===== src/rtl/lib_switchblock_pkg.sv =====
// ----------------------------------------------------------------------------
// lib_switchblock_pkg
// Shared constants for the quantizer datapath.
//   INPUT_WIDTH  : width of the input sample, feedback term and error output
//   OUTPUT_WIDTH : width of the quantized level code
//   QUANT_STEP   : weight of one quantizer level, in input units (power of 2)
//   MAX_LEVEL    : highest legal output code
// ----------------------------------------------------------------------------
package lib_switchblock_pkg;

    localparam int INPUT_WIDTH  = 16;
    localparam int OUTPUT_WIDTH = 4;
    localparam int QUANT_STEP   = 8192;
    localparam int MAX_LEVEL    = 8;

endpackage : lib_switchblock_pkg


===== src/rtl/quantizer_sat_adder.sv =====
// ----------------------------------------------------------------------------
// sat_adder
// Adds an unsigned operand and a two's-complement operand and saturates the
// result to the unsigned range [0, 2^W-1]. Purely combinational.
//   a_i   : unsigned operand, W bits
//   b_i   : signed operand, W bits
//   sum_o : saturated unsigned sum, W bits
// ----------------------------------------------------------------------------
module sat_adder
    import lib_switchblock_pkg::*;
#(
    parameter int W = lib_switchblock_pkg::INPUT_WIDTH
) (
    input  logic [W-1:0] a_i,
    input  logic [W-1:0] b_i,
    output logic [W-1:0] sum_o
);

    // Two guard bits: one for carry out of the unsigned range, one for sign.
    logic [W+1:0] w_sum;

    assign w_sum = {2'b00, a_i} + {{2{b_i[W-1]}}, b_i};

    always_comb begin
        if (w_sum[W+1]) begin
            sum_o = '0;               // negative sum
        end else if (w_sum[W]) begin
            sum_o = '1;               // above 2^W-1
        end else begin
            sum_o = w_sum[W-1:0];
        end
    end

endmodule : sat_adder


===== src/rtl/quantizer.sv =====
// ----------------------------------------------------------------------------
// quantizer
// Noise-shaped uniform quantizer. Adds the feedback term to the input sample
// with saturation, rounds half-up to the nearest level, clips to MAX_LEVEL and
// reports the signed quantization error. Both outputs are registered with a
// latency of one clock; a new sample is accepted every cycle.
//   clk_i           : clock, rising edge
//   rst_i           : asynchronous reset, active low
//   x_in_i          : unsigned input sample
//   ntf_in_i        : two's-complement noise-shaping feedback term
//   quantized_out_o : level code, 0..MAX_LEVEL
//   quant_error_o   : signed error, sat_sum - level*QUANT_STEP
// ----------------------------------------------------------------------------
module quantizer
    import lib_switchblock_pkg::*;
#(
    parameter int INPUT_WIDTH  = lib_switchblock_pkg::INPUT_WIDTH,
    parameter int OUTPUT_WIDTH = lib_switchblock_pkg::OUTPUT_WIDTH,
    parameter int QUANT_STEP   = lib_switchblock_pkg::QUANT_STEP,
    parameter int MAX_LEVEL    = lib_switchblock_pkg::MAX_LEVEL
) (
    input  logic                    clk_i,
    input  logic                    rst_i,
    input  logic [INPUT_WIDTH-1:0]  x_in_i,
    input  logic [INPUT_WIDTH-1:0]  ntf_in_i,
    output logic [OUTPUT_WIDTH-1:0] quantized_out_o,
    output logic [INPUT_WIDTH-1:0]  quant_error_o
);

    localparam int SHIFT = $clog2(QUANT_STEP);

    logic [INPUT_WIDTH-1:0]  w_sat;
    logic [INPUT_WIDTH:0]    w_round;
    logic [INPUT_WIDTH:0]    w_level_raw;
    logic [OUTPUT_WIDTH-1:0] w_level;
    logic [INPUT_WIDTH-1:0]  w_recon;
    logic [INPUT_WIDTH-1:0]  w_error;

    logic [OUTPUT_WIDTH-1:0] r_level;
    logic [INPUT_WIDTH-1:0]  r_error;

    sat_adder #(
        .W (INPUT_WIDTH)
    ) u_sat_adder (
        .a_i   (x_in_i),
        .b_i   (ntf_in_i),
        .sum_o (w_sat)
    );

    // Round half-up: add half a step, then divide by the step with a shift.
    // One extra bit keeps the add from wrapping near full scale.
    assign w_round     = {1'b0, w_sat} + (INPUT_WIDTH+1)'(QUANT_STEP / 2);
    assign w_level_raw = w_round >> SHIFT;

    assign w_level = (w_level_raw > (INPUT_WIDTH+1)'(MAX_LEVEL))
                   ? OUTPUT_WIDTH'(MAX_LEVEL)
                   : w_level_raw[OUTPUT_WIDTH-1:0];

    // The error is bounded to [-QUANT_STEP/2, QUANT_STEP/2-1], so computing it
    // modulo 2^INPUT_WIDTH gives the exact two's-complement result even when
    // level*QUANT_STEP itself does not fit (e.g. 8*8192 = 65536).
    assign w_recon = INPUT_WIDTH'(w_level) << SHIFT;
    assign w_error = w_sat - w_recon;

    // NOTE: sequential state uses non-blocking assignments so every register
    // samples pre-edge values regardless of statement order.
    always_ff @(posedge clk_i or negedge rst_i) begin
        if (!rst_i) begin
            r_level <= '0;
            r_error <= '0;
        end else begin
            r_level <= w_level;
            r_error <= w_error;
        end
    end

    assign quantized_out_o = r_level;
    assign quant_error_o   = r_error;

endmodule : quantizer


===== config.mk =====
export PLATFORM = sky130hd
export DESIGN_NAME = quantizer
export DESIGN_NICKNAME = d
export VERILOG_FILES = /design/src/rtl/lib_switchblock_pkg.sv /design/src/rtl/quantizer_sat_adder.sv /design/src/rtl/quantizer.sv
export SDC_FILE = /design/constraint.sdc
export NUM_CORES = 1
export LEC_CHECK = 0
export CORE_ASPECT_RATIO = 0.7
export CORE_MARGIN = 8
export CORE_UTILIZATION = 58
export DETAILED_ROUTE_END_ITERATION = 16
export DONT_BUFFER_PORTS = 1
export PLACE_DENSITY = 0.76
export SETUP_SLACK_MARGIN = 0.3
export SLEW_MARGIN = 15
export SYNTH_ARGS = -nofsm -noshare
export SYNTH_HDL_FRONTEND = slang
export SYNTH_SLANG_ARGS = --single-unit
export TNS_END_PERCENT = 100

===== constraint.sdc =====
create_clock -name clk_i -period 0.8 [get_ports clk_i]
set_input_delay 0.08 -clock clk_i [delete_from_list [all_inputs] [get_ports clk_i]]
set_output_delay 0.08 -clock clk_i [all_outputs]
set_load 0.01 [all_outputs]

# Word-level counts from Yosys, hierarchy flattened

Cells that the tools add are included.

Register bits: 20
Input port bits: 34
Logic and storage cells: 9
Output and inout port bits: 20

Add/subtract/negate cells: 3
Multiplexer cells: 3
$lt $le $gt $ge: 1

Operator list:

| cell                                                  | number |
|---|---|
| 2-to-1 mux 16 bit                                     | 2 |
| adder 17 x 16 -> 18 bit                               | 1 |
| adder 16 x 13 -> 17 bit (second input constant)       | 1 |
| subtractor 16 bit                                     | 1 |
| greater-than comparator 4 bit (second input constant) | 1 |
| 2-to-1 mux 4 bit                                      | 1 |

# Logic depth before layout (Yosys ltp)

Gate-level depths: netlist of run 1.

Depth after elaboration: 7
Depth in mapped cells: 13
Gate-level depth less buffers: 13

# Cells and area by module

A second synthesis of run 1 with hierarchy kept.

Cell total of the unflattened synthesis: 169
Area, all modules: 1632.8 um^2

By module, submodules not included:

| module    | cells an instance | sequential area each (um^2) | area an instance (um^2) | times used |
|---|---|---|---|---|
| sat_adder | 130               | 0.0                         | 993.5                   | 1 |
| quantizer | 39                | 500.5                       | 639.4                   | 1 |

# Least setup slack after synthesis of run 1

No wires, ideal clock.

Path kind: in2reg
Start point: input port x_in_i[0]
End point: register r_level[2], in the netlist quantized_out_o[2]
Buffers on the path: 0
Data required time: 0.689 ns
Library setup time: 0.111 ns
Stages on the path: 13
Setup slack: -1.956 ns
Arrival time: 2.645 ns
Cells stage by stage: ha_1 fa_1 a211oi_1 o21ai_1 nand2_1 o21ai_4 a211oi_4 xnor2_1 nor2_1 nor2_1 ha_1 a21o_2 a2111oi_2

Word-level cells in the longest chain between the ends: 6

Ends and longest elaborated chain:

| what                          | RTL line                  | RTL |
|---|---|---|
| from (decl)                   | quantizer.sv:24           | `input logic [INPUT_WIDTH-1:0] x_in_i,` |
| adder 17 x 16 -> 18 bit (*)   | quantizer_sat_adder.sv:22 | `assign w_sum = {2'b00, a_i} + {{2{b_i[W-1]}}, b_i};` |
| 2-to-1 mux 16 bit             | quantizer_sat_adder.sv:27 | `end else if (w_sum[W]) begin` |
| 2-to-1 mux 16 bit (*)         | quantizer_sat_adder.sv:25 | `if (w_sum[W+1]) begin` |
| net u_sat_adder.sum_o[12]     | quantizer_sat_adder.sv:16 | `output logic [W-1:0] sum_o` |
| adder 16 x 13 -> 17 bit (*)   | quantizer.sv:52           | `assign w_round = {1'b0, w_sat} + (INPUT_WIDTH+1)'(QUANT_STEP / 2);` |
| greater-than comparator 4 bit | quantizer.sv:55           | `assign w_level = (w_level_raw > (INPUT_WIDTH+1)'(MAX_LEVEL))` |
| 2-to-1 mux 4 bit (*)          | quantizer.sv:56           | `? OUTPUT_WIDTH'(MAX_LEVEL)` |
| net w_level[2]                | quantizer.sv:35           | `logic [OUTPUT_WIDTH-1:0] w_level;` |
| to (signal assigned)          | quantizer.sv:72           | `r_level <= w_level;` |
| to (decl)                     | quantizer.sv:39           | `logic [OUTPUT_WIDTH-1:0] r_level;` |

Mark *: on every way through the listed nets, which the timed path passes. The rest lies on a longest branch.

# Worst setup path in the final report of run 1

Same ends and word-level chain as after synthesis.

==> impl_metrics.env, run 1 <==
export IMPL_outcome="finished with violations"
export IMPL_failed_checks="hold timing, setup timing"
export IMPL_path_cells="ha_4 > fa_2 > a211oi_4 > o21ai_1 > nand2_2 > o21ai_4 > a211oi_4 > xnor2_2 > nor2_1 > nor2_2 > ha_2 > a21o_4 > a2111oi_4"
export IMPL_worst_path_most_repeated_cell="a211oi_4"
export IMPL_layout_setup_ws_ns=-1.62
export IMPL_area_growth_syn_to_layout_pct=39.1
export IMPL_worstSetupPathDepth=13
export IMPL_placeableCoreArea_um2=2480
export IMPL_clock_tree_htree_level_count=1
export IMPL_dominantRegCellSynth="dfrtp_1"
export IMPL_timing_final_max_slew_violations=0
export IMPL_remaining_global_route_overflow=0
export IMPL_post_synth_instance_area_um2=1530
export IMPL_clk_path_buf_depth=2
export IMPL_tightest_slew_ns=0.421
export IMPL_rsz0062_at_grt="true"
export IMPL_post_synth_num_cell_types=45
export IMPL_seqCellArea_um2=427
export IMPL_area_of_combinational_cells_with_multiple_inputs_um2=1200
export IMPL_hpwl_um=3350
export IMPL_syn_nets=216
export IMPL_globalRouteTotalUtil=0.204
export IMPL_number_of_buffers_added_by_the_clock_tree_synthesis_step=3
export IMPL_cts_sinks=17
export IMPL_crit_path_start_kind="input port"
export IMPL_cellLeakagePower_nw=0.961
export IMPL_timing_max_cap_violations=0
export IMPL_finalHoldViolations=17
export IMPL_hold_ws_ns=-0.494
export IMPL_grt_pass1_vias=1627
export IMPL_finalWorstPathRequiredPeriod_ns=2.42
export IMPL_dr_pass1_iters=4
export IMPL_die_width_um=77.4
export IMPL_grt_max_degree=18
export IMPL_final_util=0.860
export IMPL_timing_worst_setup_path_type="in2reg"
export IMPL_netlist_instances=163
export IMPL_synth_async_sr_flop_share=1.00
export IMPL_dr_first_iter_drc_count=107
export IMPL_floorplan_die_height_um=59.0
export IMPL_sequential_element_share_of_the_synthesized_area=0.278
export IMPL_vias=1582
export IMPL_worst_ep_arrival_time_ns=2.57
export IMPL_route_antenna_remaining_nets=0
export IMPL_worst_slew_margin_rel=0.717
export IMPL_period_share=3.03
export IMPL_cts_tree="built"
export IMPL_drive_gt1_frac=0.448
export IMPL_filler_cell_count=129
export IMPL_post_place_ws_ns=-1.71
export IMPL_cp_end_kind="flip-flop"
export IMPL_timing_critical_path_required_ns=0.95
export IMPL_starting_density_of_the_core=0.618
export IMPL_portBuffers=0
export IMPL_yosys_register_bits=17
export IMPL_slowest_stage_cell_cp="fa_2"
export IMPL_power_density_nw_per_um2=1820
export IMPL_remaining_drc_errors=0
export IMPL_hold_path_class="in2async"
export IMPL_routed_wl_um=5500
export IMPL_boundaryPins=54
export IMPL_synth_edf_count=0
export IMPL_cp_slowest_stage_delay_ns=0.37
export IMPL_design_die_area_um2=4570
export IMPL_synth_warning_count=0
export IMPL_syn_area_per_cell_um2=9.40
export IMPL_power_ir_vdd_worst_mv=0.833
export IMPL_gpl_final_weighted_congestion=0.850
export IMPL_num_nets_final=264
export IMPL_crit_fanout=3
export IMPL_antenna_found_initial=0
export IMPL_avgViaCountPerCell=6.48
export IMPL_worstPathBufferInverterCount=0
export IMPL_root_buffer="clkbuf_8"
export IMPL_grt_first_pass_wirelength_um=7550
export IMPL_setup_violations=21
export IMPL_routedWlPerCell_um=22.5
export IMPL_n_antenna_cell=0
export IMPL_cp_top_family="compound AO/OA/AOI/OAI gates"
export IMPL_clock_pin_slew_worst_setup_and_hold_paths_ns=0.07
export IMPL_achievable_frequency_ghz=0.413
export IMPL_placement_rows=15
==> through the flow <==
stage | TNS, ns | hold WS (ns) | instances | power (mW) | area [um^2]
6_report | -23.04 | -0.494 | 244 | 3.88 | 2130
5_1_grt | -24.05 | -0.497 | 244 | 4.01 | 2130
4_1_cts | -19.00 | -0.485 | 241 | 3.54 | 2040
3_5_place_dp | -23.58 | -0.215 | 235 | 2.74 | 1900
3_3_place_gp | -22.40 | -0.215 | 235 | 2.67 | 1900
2_1_floorplan | -20.50 | -0.216 | 163 | 2.24 | 1590
==> path summary, 6_finish.rpt <==
| kind | startpoint | to | slack, ns |
|---|---|---|---|
| worst max-delay path | x_in_i[0] | quantized_out_o[2]$_DFF_PN0_ | -1.62 |
| worst min-delay path | rst_i | quant_error_o[1]$_DFF_PN0_ | -0.49 |
| max in group asynchronous | rst_i | quant_error_o[14]$_DFF_PN0_ | 1.22 |
| min in group clk_i | ntf_in_i[0] | quant_error_o[0]$_DFF_PN0_ | 0.12 |
==> registers in the layout, summed over array words and instances, names as in the netlist <==
name,cells
quant_error_o,13
quantized_out_o,4
==> layer usage <==
metal | vias up | track usage | wire (um)
li1 | 680 | - | -
met1 | 769 | 0.226 | 2240
met2 | 112 | 0.365 | 2640
met3 | 21 | 0.0455 | 408
met4 | 0 | 0.107 | 208
met5 | - | 0 | 0
==> kinds of logic after synthesis <==
family / share of synthesized area
XOR/XNOR: 0.104
multiplexers: 0.00980
buffers and inverters: 0.0433
AND/OR/NAND/NOR: 0.150
adder cells (fa/ha/maj): 0.160
AO/OA/AOI/OAI: 0.256
flip-flops: 0.278
==> layout by cell type, fill, tap and decap left out, types with 2 or more instances in the layout <==
master    Yosys  final
o21ai_1       2      2
xnor2_1       6      5
a211oi_4      1      2
buf_6         0      4
buf_4         4     46
a21oi_2       5     13
a21oi_1      19      9
o21bai_1      2      2
dfrtp_1      17     16
nand3b_1      2      2
inv_1         6      6
nor2_1       13     12
clkbuf_8      0      3
nand2b_1      2      2
nand4_1       3      3
nand2_1      11     10
a21oi_4       0      2
nand3_1       3      3
o21ai_0       6      6
nor4_1        2      2
xor2_1        9      7
nor2_2        1      2
ha_1         18     16
a21o_1        3      3
==> area by class of cell <==
class	instances	share of cell area
multi-input combinational	133	0.565
sequential	17	0.200
timing repair buffer	50	0.183
tap	34	0.0200
inverter	6	0.0106
clock buffer	4	0.0212
==> cell usage after synthesis (2+ instances only) <==
cell / n / area (um^2)
o21bai_1: 2 / 15.0
dfrtp_1: 17 / 425
ha_1: 18 / 225
nor4_1: 2 / 12.5
a21o_1: 3 / 22.5
nand3b_1: 2 / 15.0
nand3_1: 3 / 15.0
a211oi_1: 2 / 15.0
xor2_1: 9 / 78.8
buf_4: 4 / 30.0
a21oi_2: 5 / 43.8
buf_2: 2 / 10.0
inv_1: 6 / 22.5
a31oi_1: 2 / 12.5
nand2b_1: 2 / 12.5
a21oi_1: 19 / 95.1
nand4_1: 3 / 18.8
nor2b_1: 2 / 12.5
o21ai_1: 2 / 10.0
o21ai_0: 6 / 30.0
xnor2_1: 6 / 52.6
nor2_1: 13 / 48.8
nand2_1: 11 / 41.3
==> where the power goes <==
part | internal (mW) | total (mW) | switching (mW)
registers | 1.04 | 1.25 | 0.204
clock network | 0.355 | 0.685 | 0.330
logic | 0.918 | 1.95 | 1.03
==> timing repair <==
item                       in CTS  in global routing
setup endpoints to repair      37                 37
pin swaps                       9                  5
cloned                          1                  0
hold endpoints to repair       17                 17
gates resized for setup        16                 13
buffers inserted                1                  3
Note: power is estimated with default switching activity, not from simulation.
==> run 2: changes to the inputs <==
- CORE_UTILIZATION: 58 -> 61
- PLACE_DENSITY: 0.76 -> 0.79
==> impl_metrics.env, run 2 (synthesis results as in run 1) <==
export IMPL_clk_path_buf_depth=2
export IMPL_timing_setup_tns_ns=-22.57
export IMPL_power_report_internal_total_mw=2.20
export IMPL_grt_first_pass_wirelength_um=8220
export IMPL_num_nets_final=264
export IMPL_failed_checks="hold timing, setup timing"
export IMPL_tightest_slew_ns=0.469
export IMPL_finalWorstPathRequiredPeriod_ns=2.37
export IMPL_route_antenna_remaining_nets=0
export IMPL_finalNonFillerCells=244
export IMPL_outcome="finished with violations"
export IMPL_period_share=2.96
export IMPL_timing_final_max_slew_violations=0
export IMPL_placeableCoreArea_um2=2420
export IMPL_timing_critical_path_required_ns=1.00
export IMPL_hold_buf_cts=1
export IMPL_timing_critical_path_from="x_in_i[0]"
export IMPL_antenna_found_initial=0
export IMPL_root_buffer="clkbuf_4"
export IMPL_n_antenna_cell=0
export IMPL_die_width_um=75.9
export IMPL_timing_worst_setup_path_type="in2reg"
export IMPL_clock_tree_htree_level_count=1
export IMPL_avgViaCountPerCell=6.73
export IMPL_crit_path_start_kind="input port"
export IMPL_boundaryPins=54
export IMPL_seqCellArea_um2=427
export IMPL_filler_cell_count=113
export IMPL_grt_pass1_vias=1658
export IMPL_timing_max_cap_violations=0
export IMPL_dp_cells=229
export IMPL_area_of_combinational_cells_with_multiple_inputs_um2=1210
export IMPL_remaining_global_route_overflow=0
export IMPL_net_switching_power_mw=1.54
export IMPL_starting_density_of_the_core=0.633
export IMPL_largest_register_ff_count=13
export IMPL_power_density_nw_per_um2=1750
export IMPL_post_dp_cell_area_um2=1860
export IMPL_layout_setup_ws_ns=-1.57
export IMPL_hold_path_class="in2async"
export IMPL_crit_fanout=3
export IMPL_drive_gt1_frac=0.452
export IMPL_gpl_final_weighted_congestion=0.897
export IMPL_area_growth_syn_to_layout_pct=39.2
export IMPL_design_die_area_um2=4400
export IMPL_most_common_cell_after_layout_fill_and_taps_aside="buf_4"
export IMPL_globalRouteTotalUtil=0.243
export IMPL_setup_violations=37
export IMPL_dr_first_iter_drc_count=184
export IMPL_hold_ws_ns=-0.301
export IMPL_placement_rows=15
export IMPL_remaining_drc_errors=0
export IMPL_worst_ep_arrival_time_ns=2.57
export IMPL_cp_end_kind="flip-flop"
export IMPL_swShare=0.412
export IMPL_clock_pin_slew_worst_setup_and_hold_paths_ns=0.11
export IMPL_cellLeakagePower_nw=0.953
export IMPL_worst_slew_margin_rel=0.684
export IMPL_post_place_ws_ns=-1.73
export IMPL_finalHoldViolations=17
export IMPL_hpwl_um=3600
export IMPL_achievable_frequency_ghz=0.422
export IMPL_cts_tree="built"
export IMPL_rsz0062_at_grt="true"
export IMPL_fin_area_um2=2130
export IMPL_routedWlPerCell_um=24.7
export IMPL_power_frac_seq=0.333
export IMPL_power_share_clock=0.135
export IMPL_floorplan_die_height_um=57.9
export IMPL_cts_sinks=17
export IMPL_routed_wl_um=6020
export IMPL_layout_cells_most_common_list="41 x buf_4, 16 x dfrtp_1, 14 x a21oi_1"
export IMPL_portBuffers=0
export IMPL_vias=1643
export IMPL_final_util=0.881
export IMPL_dr_pass1_iters=4
export IMPL_pwr_share_comb=0.532
export IMPL_number_of_buffers_added_by_the_clock_tree_synthesis_step=3
export IMPL_finalPower_mw=3.74
export IMPL_grt_max_degree=18
export IMPL_power_ir_vdd_worst_mv=0.889
[run 2: timing repair]
action	in CTS	in global routing
gates cloned	1	0
buffers inserted	5	4
endpoints found under the hold margin	17	17
endpoints found under the setup margin	37	54
gates resized for setup	19	15
pin swaps	4	1
[run 2: critical path, cell delays in order]
cell and delay (ns):
ha_4 0.15, fa_2 0.39, a211oi_4 0.27, o21ai_2 0.10, nand2_2 0.14, o21ai_4 0.08, a211oi_4 0.29, xnor2_2 0.14
nor2_1 0.15, nor2_1 0.09, ha_2 0.19, a21o_2 0.20, a2111oi_2 0.30
[run 2: layout make-up]
cell class                      count  share of cell area
Multi-Input combinational cell    133               0.566
Tap cell                           34              0.0200
Sequential cell                    17               0.200
Clock buffer                        4              0.0123
Inverter                            6              0.0106
Timing Repair Buffer               50               0.191
[run 2: power groups by stage]
| stage | Clock (mW) | Combinational (mW) | Sequential (mW) |
|---|---|---|---|
| CTS | 0.470 | 1.68 | 1.25 |
| finish | 0.505 | 1.99 | 1.24 |
| floorplan | 0 | 1.03 | 1.21 |
| detailed placement | 0 | 1.47 | 1.27 |
| global placement | 0 | 1.37 | 1.26 |
| global route | 0.539 | 2.08 | 1.27 |
[run 2: worst paths after layout]
check                                                to  slack, ns  cells after the start
hold / removal               quant_error_o[3]$_DFF_PN0_      -0.30                      1
setup / recovery           quantized_out_o[2]$_DFF_PN0_      -1.57                     13
min in group clk_i           quant_error_o[0]$_DFF_PN0_       0.04                      3
max in group asynchronous   quant_error_o[14]$_DFF_PN0_       0.77                      1
[run 2: metal layers]
| metal | track usage | vias to the layer above | share of wire | routed length (um) |
|---|---|---|---|---|
| li1 | - | 679 | - | - |
| met1 | 0.274 | 787 | 0.37 | 2240 |
| met2 | 0.414 | 142 | 0.46 | 2800 |
| met3 | 0.0706 | 35 | 0.12 | 708 |
| met4 | 0.104 | 0 | 0.046 | 280 |
| met5 | 0 | - | 0 | 0 |
